===== src/rtl/sqrt_pkg.sv =====
// Shared types and defaults for the sequential square-root unit.
// The FSM state encoding lives here so the top and any wrapper agree on it.
package sqrt_pkg;

    localparam int DEF_W  = 16;
    localparam int DEF_CW = 4;

    // Encoding 2'd3 is unused; the next-state logic steers it back to IDLE.
    typedef enum logic [1:0] {
        IDLE = 2'd0,
        CALC = 2'd1,
        DONE = 2'd2
    } state_t;

endpackage


===== src/rtl/reg_en.sv =====
// N-bit enable-gated storage register with asynchronous active-low clear.
// When en is low the stored value holds.
module reg_en #(
    parameter int N = 1
) (
    input  logic         clk,
    input  logic         rst_n,
    input  logic         en,
    input  logic [N-1:0] d,
    output logic [N-1:0] q
);

    // NOTE: state registers use non-blocking assignments so every register in
    // the design samples its inputs from the same pre-edge values.
    always_ff @(posedge clk or negedge rst_n) begin
        if (!rst_n) begin
            q <= '0;
        end else if (en) begin
            q <= d;
        end
    end

endmodule


===== src/rtl/sqrt_seq_unit.sv =====
// Restoring digit-by-digit integer square root: one root bit per clock,
// W/2 iterations, results held in enable-gated registers until the next start.
module sqrt_seq_unit
    import sqrt_pkg::*;
#(
    parameter int W  = DEF_W,
    parameter int CW = DEF_CW
) (
    input  logic             clk,
    input  logic             rst_n,
    input  logic             start,
    input  logic [W-1:0]     radicand,
    output logic             busy,
    output logic             done,
    output logic [W/2-1:0]   root,
    output logic [W/2+1:0]   rem
);

    localparam int HW = W / 2;
    localparam int RW = HW + 2;

    logic [1:0]    state_q;
    state_t        state, state_d;
    logic [W-1:0]  sh_q, sh_d;
    logic [HW-1:0] root_q, root_d;
    logic [RW-1:0] rem_q, rem_d;
    logic [CW-1:0] cnt_q, cnt_d;

    logic load_en, iter_en, dp_en;

    logic [RW-1:0] r_shift, trial, diff;
    logic          ge;

    assign state = state_t'(state_q);

    // NOTE: every signal driven in always_comb gets a default first so no
    // path through the case leaves it unassigned (which would infer a latch).
    always_comb begin
        state_d = state;
        load_en = 1'b0;
        iter_en = 1'b0;
        unique case (state)
            IDLE: begin
                if (start) begin
                    load_en = 1'b1;
                    state_d = CALC;
                end
            end
            CALC: begin
                iter_en = 1'b1;
                if (cnt_q == CW'(1)) begin
                    state_d = DONE;
                end
            end
            DONE:    state_d = IDLE;
            default: state_d = IDLE;
        endcase
    end

    // Bring down the next radicand digit pair and try subtracting 4*root+1.
    // The remainder never exceeds 2*root, so RW bits cannot overflow here.
    assign r_shift = {rem_q[HW-1:0], sh_q[W-1:W-2]};
    assign trial   = {root_q, 2'b01};
    assign ge      = (r_shift >= trial);
    assign diff    = r_shift - trial;

    assign dp_en = load_en | iter_en;

    always_comb begin
        sh_d   = sh_q << 2;
        root_d = {root_q[HW-2:0], ge};
        rem_d  = ge ? diff : r_shift;
        cnt_d  = cnt_q - CW'(1);
        if (load_en) begin
            sh_d   = radicand;
            root_d = '0;
            rem_d  = '0;
            cnt_d  = CW'(HW);
        end
    end

    reg_en #(.N(2)) u_state_reg (
        .clk   (clk),
        .rst_n (rst_n),
        .en    (1'b1),
        .d     (state_d),
        .q     (state_q)
    );

    reg_en #(.N(W)) u_sh_reg (
        .clk   (clk),
        .rst_n (rst_n),
        .en    (dp_en),
        .d     (sh_d),
        .q     (sh_q)
    );

    reg_en #(.N(HW)) u_root_reg (
        .clk   (clk),
        .rst_n (rst_n),
        .en    (dp_en),
        .d     (root_d),
        .q     (root_q)
    );

    reg_en #(.N(RW)) u_rem_reg (
        .clk   (clk),
        .rst_n (rst_n),
        .en    (dp_en),
        .d     (rem_d),
        .q     (rem_q)
    );

    reg_en #(.N(CW)) u_cnt_reg (
        .clk   (clk),
        .rst_n (rst_n),
        .en    (dp_en),
        .d     (cnt_d),
        .q     (cnt_q)
    );

    assign busy = (state != IDLE);
    assign done = (state == DONE);
    assign root = root_q;
    assign rem  = rem_q;

endmodule


===== config.mk =====
export PLATFORM = sky130hd
export DESIGN_NAME = sqrt_seq_unit
export DESIGN_NICKNAME = d
export VERILOG_FILES = /design/src/rtl/sqrt_pkg.sv /design/src/rtl/reg_en.sv /design/src/rtl/sqrt_seq_unit.sv
export SDC_FILE = /design/constraint.sdc
export NUM_CORES = 1
export LEC_CHECK = 0
export CAP_MARGIN = 5
export CORE_UTILIZATION = 49
export CTS_CLUSTER_DIAMETER = 120
export DETAILED_ROUTE_END_ITERATION = 12
export GPL_ROUTABILITY_DRIVEN = 0
export GPL_TIMING_DRIVEN = 0
export PLACE_DENSITY = 0.81
export SYNTH_ARGS = -nofsm -noshare
export SYNTH_HDL_FRONTEND = slang
export SYNTH_HIERARCHICAL = 1
export SYNTH_SLANG_ARGS = --single-unit

===== constraint.sdc =====
create_clock -name clk -period 2 [get_ports clk]
set_input_delay 0.4 -clock clk [delete_from_list [all_inputs] [get_ports clk]]
set_output_delay 0.4 -clock clk [all_outputs]
set_load 0.01 [all_outputs]

==> flow_summary.ini, run 1 <==
[worst_setup_path]
crit_type = register to register
arrival_ns = 2.28
path_max_fanout = 5
crit_path_start_kind = register
cp.required_ns = 2.19
endpoint_kind = register

[run_status]
failed_checks = setup timing
status = finished with violations

[detailed_routing]
wl_per_cell_um = 16.9
avgViaCountPerCell = 5.55
dr.pass1.iters = 4
vias = 2276
drt_iter0_markers = 135
drc = 0
finalWirelength_um = 6910
ant_nets = 0

[logic_synthesis]
synth-seq-area-share_pct = 37.6
synthSimpleGateAreaFrac_pct = 16.6
synth_area_um2 = 2660
synthMuxAreaShare_pct = 21.3
synth_cell_types = 45
synthArstFlopShare_pct = 100
yosys_warnings = 6
synth_top_family_by_area = multiplexers
ys_ff_latch = 40
synth_xor_xnor_area_share_pct = 1.97
synth_edf_count = 0
avgSynthCellArea_um2 = 10.0
synth_compound_area_share_pct = 10.8
synthAdderAreaFrac_pct = 5.64
syn-instance-count = 265
ys.flop_type = dfrtp_1

[grt]
grt_util_all_layers_pct = 24.8
antenna_found_initial = 0
gr-total-overflow = 0
grt_pass1_vias = 2100
grt_pass1_wl_um = 10400
grt_max_degree = 40

[final_layout]
syn2layout_area_growth_pct = 41.7
drive_gt1_share_pct = 40.9
antennaDiodeCount = 0
final_core_util_pct = 72.9
nFillCells = 333
instances_no_fill = 410
nets = 371

[die]
dieHeight_um = 75.7
die-area_um2 = 5730
coreArea_um2 = 5170
die_w_um = 75.7
initial_core_util_pct = 51.5
num_rows = 26
io_pins = 39

[clock_network]
cts_max_level = 2
cts_sinks = 40
numCtsBuffers = 5
cts_tree = done
path_clk_slew_ns = 0.08
cts-root-buf = clkbuf_8
insertion_delay_ns = 0.30
cts_buffer_depth = 2

[sta]
setup_viol = 10
fin_crit_ns = 2.10
setup_slack_ns = -0.0971
tightest_slew_ns = 0.656
maxSlewViolCount = 0
finalHoldViolCount = 0
rsz0062_at_grt = yes
fmax_mhz = 477
fin_crit_sh_pct = 105
fin_worst_skew_ns = 0.00691
slew_headroom_pct = 56.1

[job]
maxCapViolCount = 0

[placed_design]
hpwl_um = 3890
dp.cells = 375
port_buffers = 38

[hold_path]
hold_path.class = primary input to async pin
-- worst max-delay path: stages, from the launching register on --
cell,delay (ns)
dfrtp_2,0.44
ha_4,0.27
a211oi_4,0.26
o21ai_2,0.10
and3b_2,0.24
buf_6,0.15
o211ai_1,0.18
a21oi_1,0.10
mux2_4,0.26
-- layer usage --
metal	vias up	global-route usage (%)	share of wire, %
met5	-	0	0
met4	0	10.7	3.0
met3	17	5.29	4.1
met2	72	39.9	50
met1	1124	32.4	42
li1	1063	-	-
-- state kept, by name, summed over array words and instances (netlist names) --
| register | flops |
|---|---|
| u_cnt_reg/q | 4 |
| u_rem_reg/q | 10 |
| u_root_reg/q | 8 |
| u_sh_reg/q | 16 |
| u_state_reg/q | 2 |
-- final cells by class --
type / count / area (µm²) / area share (%)
tap: 70 / 87.6 / 2.32
sequential: 40 / 1010 / 26.7
inverter: 15 / 56.3 / 1.49
clock buffer: 6 / 72.6 / 1.92
multi-input combinational: 200 / 1820 / 48.3
clock inverter: 1 / 5.00 / 0.133
timing repair buffer: 69 / 639 / 17.0
buffer: 9 / 83.8 / 2.22
-- path summary, 6_finish.rpt --
kind                                 from        endpoint  slack [ns]  cells after the start
max in group asynchronous           rst_n  u_rem_reg/q[5]        1.17                      3
setup reg to reg           u_rem_reg/q[3]  u_rem_reg/q[6]        -0.1                      8
setup / recovery           u_rem_reg/q[3]  u_rem_reg/q[6]        -0.1                      8
min in group clk            u_sh_reg/q[2]   u_sh_reg/q[2]        0.51                      1
hold reg to reg             u_sh_reg/q[2]   u_sh_reg/q[2]        0.51                      1
hold / removal                      rst_n   u_sh_reg/q[6]        0.42                      2
-- cells in the final DEF, fill, tap and decap left out, types with 2 or more instances in the layout --
cell and instances:
xnor2_1 4, and3_4 2, nor3_1 2, nor2_2 2, clkdlybuf4s50_1 37, buf_2 3
o22a_4 2, buf_4 27, ha_4 6, a211oi_4 2, dfrtp_2 4, a21oi_1 9
nor3_2 3, dfrtp_1 36, mux2_2 12, a211oi_2 4, o21ai_2 4, buf_12 3
mux2_4 28, xor2_1 2, clkbuf_1 2, and3_1 2, buf_6 5, nor2_1 20
inv_2 6, nor3_4 4, conb_1 2, nor2b_1 2, nand3b_1 2, clkbuf_8 5
o21ai_0 2, nand3_1 5, ha_1 6, o21ai_4 2, inv_1 9, nand2_1 45
-- metrics by stage --
stage / cell area (µm²) / setup TNS, ns / hold WS, ns / setup slack, ns
global route: 3770 / -1.82 / 0.432 / -0.146
detailed placement: 3180 / -9.47 / 0.199 / -0.333
CTS: 3600 / -0.347 / 0.406 / -0.0749
global placement: 3160 / -28.37 / 0.489 / -0.502
floorplan: 2700 / -1.11 / 0.104 / -0.124
finish: 3770 / -0.452 / 0.419 / -0.0971
-- cell usage after synthesis, types with 6 or more instances --
| master | n | share of area (%) |
|---|---|---|
| mux2_2 | 12 | 5.1 |
| mux2_4 | 28 | 16 |
| inv_1 | 15 | 2.1 |
| nand2_1 | 45 | 6.3 |
| a21oi_1 | 10 | 1.9 |
| ha_1 | 12 | 5.6 |
| nor2_1 | 22 | 3.1 |
| dfrtp_1 | 40 | 38 |
| nor3_1 | 9 | 1.7 |
| o21ai_0 | 7 | 1.3 |
| a211oi_1 | 6 | 1.7 |
-- cell families after synthesis --
| kind of cell | Yosys count |
|---|---|
| AND/OR/NAND/NOR | 98 |
| multiplexers | 41 |
| AO/OA/AOI/OAI | 40 |
| flip-flops | 40 |
| buffers and inverters | 27 |
| adder cells (fa/ha/maj) | 12 |
| XOR/XNOR | 6 |
| other | 1 |
-- what timing repair did --
action | in CTS | in global routing
endpoints found under the hold margin | 1 | 0
setup endpoints to repair | 24 | 32
pin swaps | 22 | 9
buffers inserted | 16 | 12
gates resized for setup | 44 | 25
hold buffers | 1 | 0
cloned | 2 | 0
Power of run 1 is not shown: default switching activity piles up to over one toggle a cycle in this logic, so the estimate is an artifact.
==> inputs of run 2 (changes only) <==
- CORE_UTILIZATION: 49 -> 47
- PLACE_DENSITY: 0.81 -> 0.8
- SYNTH_HIERARCHICAL: 1 -> default
==> flow_summary.ini, run 2 <==
[run_status]
status = finished clean

[detailed_routing]
avgViaCountPerCell = 5.49
finalWirelength_um = 5030
vias = 1872
ant_nets = 0
dr.pass1.iters = 4
drt_iter0_markers = 134
drc = 0
wl_per_cell_um = 14.8

[die]
num_rows = 24
die_w_um = 70.4
coreArea_um2 = 4410
dieHeight_um = 70.4
io_pins = 39
initial_core_util_pct = 49.7
die-area_um2 = 4950

[sta]
fmax_mhz = 524
finalHoldViolCount = 0
fin_crit_sh_pct = 95.4
tightest_slew_ns = 0.481
fin_worst_skew_ns = 0.00655
fin_crit_ns = 1.91
setup_viol = 0
maxSlewViolCount = 0
holdWs_ns = 0.0577
slew_headroom_pct = 67.9
setup_slack_ns = 0.0915

[logic_synthesis]
yosysMostFrequentCell = nand2_1
synthAdderAreaFrac_pct = 6.84
synth-seq-area-share_pct = 45.6
synth_top_cells_by_area = dfrtp_1, nand2_1, ha_1, o21ai_0, a22oi_1
synth_area_um2 = 2200
avgSynthCellArea_um2 = 9.23
synth_nets = 269
synth_edf_count = 0
synthSimpleGateAreaFrac_pct = 16.8
yosys_warnings = 0
synth_top_area_cell = dfrtp_1
synth_xor_xnor_area_share_pct = 3.99
ys.flop_type = dfrtp_1
synthArstFlopShare_pct = 100
synth_top_family_by_area = compound AO/OA/AOI/OAI gates
ys_ff_latch = 40
synth_compound_area_share_pct = 18.4
syn-instance-count = 238
synthMuxAreaShare_pct = 3.19
synth_cell_types = 36
yosysTopAreaCellShare_pct = 45.6
netlist_top_cells_count = nand2_1, dfrtp_1, o21ai_0

[placed_design]
dpl_cell_area_um2 = 2660
dp.cells = 329
hpwl_um = 3510
place_ws_ns = -0.0278
port_buffers = 38

[clock_network]
numCtsBuffers = 5
cts_max_level = 2
cts_tree = done
cts-root-buf = clkbuf_8
holdBufCountCts = 0
cts_sinks = 40
cts_buffer_depth = 2
path_clk_slew_ns = 0.08
insertion_delay_ns = 0.30

[final_layout]
largest_register = u_sh_reg.q
nets = 319
layout_commonest_cell = nand2_1
final_cell_area_um2 = 2920
instances_no_fill = 341
syn2layout_area_growth_pct = 33.0
final_cell_mix = nand2_1, clkdlybuf4s50_1, dfrtp_1
drive_gt1_share_pct = 14.9
largest_register_ffs = 16
top_regs = u_sh_reg.q x16, u_rem_reg.q x10, u_root_reg.q x8
antennaDiodeCount = 0

[pwr]
pwr-share-comb_pct = 63.3
p_leak_nw = 1.26
clockPowerShare_pct = 11.7
seq_power_share_pct = 25.0
powerDensity_nw_per_um2 = 2120
p_sw_share_pct = 42.0
intPower_mw = 3.60
power.total_mw = 6.20
p_sw_mw = 2.60
ir_drop_mv = 0.928

[worst_setup_path]
crit_buf_inv = 2
cp.required_ns = 2.16
endpoint_kind = register
path_cells = inv_2 -> ha_4 -> nor2b_4 -> o31a_1 -> nor3_2 -> o21ai_2 -> buf_6 -> mux2i_2 -> o21ai_1
crit_path_start_kind = register
arrival_ns = 2.07
cpMaxStageDelayCell = dfrtp_1
path_delay_family = compound AO/OA/AOI/OAI gates
cpPeakStageDelay_ns = 0.41
crit_type = register to register
path_max_fanout = 5

[grt]
gr-total-overflow = 0
antenna_found_initial = 0
grt_max_degree = 41
grt_pass1_wl_um = 8690
grt_pass1_vias = 1878
grt_util_all_layers_pct = 22.3

[hold_path]
hold_path.class = primary input to async pin

[job]
maxCapViolCount = 0
run 2: logic make-up after synthesis:
| logic type | Yosys count |
|---|---|
| and+or+nand+nor | 81 |
| AOI/OAI and AO/OA | 62 |
| DFF | 40 |
| buffers and inverters | 26 |
| adders and majority gates | 12 |
| xor gates and xnor gates | 10 |
| muxes | 7 |
run 2: final timing paths:
| check | start | endpoint | slack (ns) | cells after the start |
|---|---|---|---|---|
| min | rst_n | u_rem_reg.q[9] | 0.06 | 2 |
| min in group clk | u_sh_reg.q[4] | u_sh_reg.q[4] | 0.48 | 2 |
| max | u_root_reg.q[0] | u_rem_reg.q[3] | 0.09 | 9 |
| min reg2reg | u_sh_reg.q[4] | u_sh_reg.q[4] | 0.48 | 2 |
| max reg2reg | u_root_reg.q[0] | u_rem_reg.q[3] | 0.09 | 9 |
| max in group asynchronous | rst_n | u_sh_reg.q[14] | 1.72 | 2 |
run 2: power groups by stage:
stage | Clock [mW] | Combinational (mW) | Sequential (mW)
after floorplan | 0 | 2.43 | 1.52
after global placement | 0 | 3.35 | 1.49
after detailed placement | 0 | 3.44 | 1.51
after CTS | 0.749 | 3.60 | 1.50
after global routing | 0.776 | 4.35 | 1.59
final | 0.729 | 3.92 | 1.55
run 2: cell type report:
cell class / count / area (µm²)
Buffer: 13 / 66.3
Clock buffer: 7 / 96.3
Clock inverter: 1 / 30.0
Fill cell: 366 / 1490
Inverter: 13 / 48.8
Multi-Input combinational cell: 172 / 1180
Sequential cell: 40 / 1010
Tap cell: 52 / 65.1
Timing Repair Buffer: 43 / 429
run 2: through the flow:
step                      TNS [ns]  util, %
after global placement      -19.70     59.8
after floorplan                  0        -
after detailed placement    -0.228     60.2
after global routing       -0.0131     66.2
final                            0     66.2
after CTS                        0     63.9
run 2: repair_timing:
action                                 4_1_cts  5_1_grt
setup endpoints to repair                    8       11
endpoints found under the hold margin        0        0
gates cloned                                 1        0
pin swaps                                    0        1
buffers inserted                             0        3
gates resized for setup                      4       20
run 2: per-layer routing:
layer / global-route usage (%) / part of all wire (%) / up-vias
met2: 36.2 / 51 / 42
li1: - / - / 924
met1: 28.6 / 44 / 898
met3: 4.33 / 3.2 / 8
met4: 10.4 / 1.8 / 0
met5: 0 / 0 / -
run 2: worst reg2reg max path: stages (launching register included):
cell and delay (ns):
dfrtp_1 0.41, inv_2 0.11, ha_4 0.22, nor2b_4 0.13, o31a_1 0.25, nor3_2 0.14
o21ai_2 0.11, buf_6 0.15, mux2i_2 0.19, o21ai_1 0.07
Power figures use the tool's default switching activity.
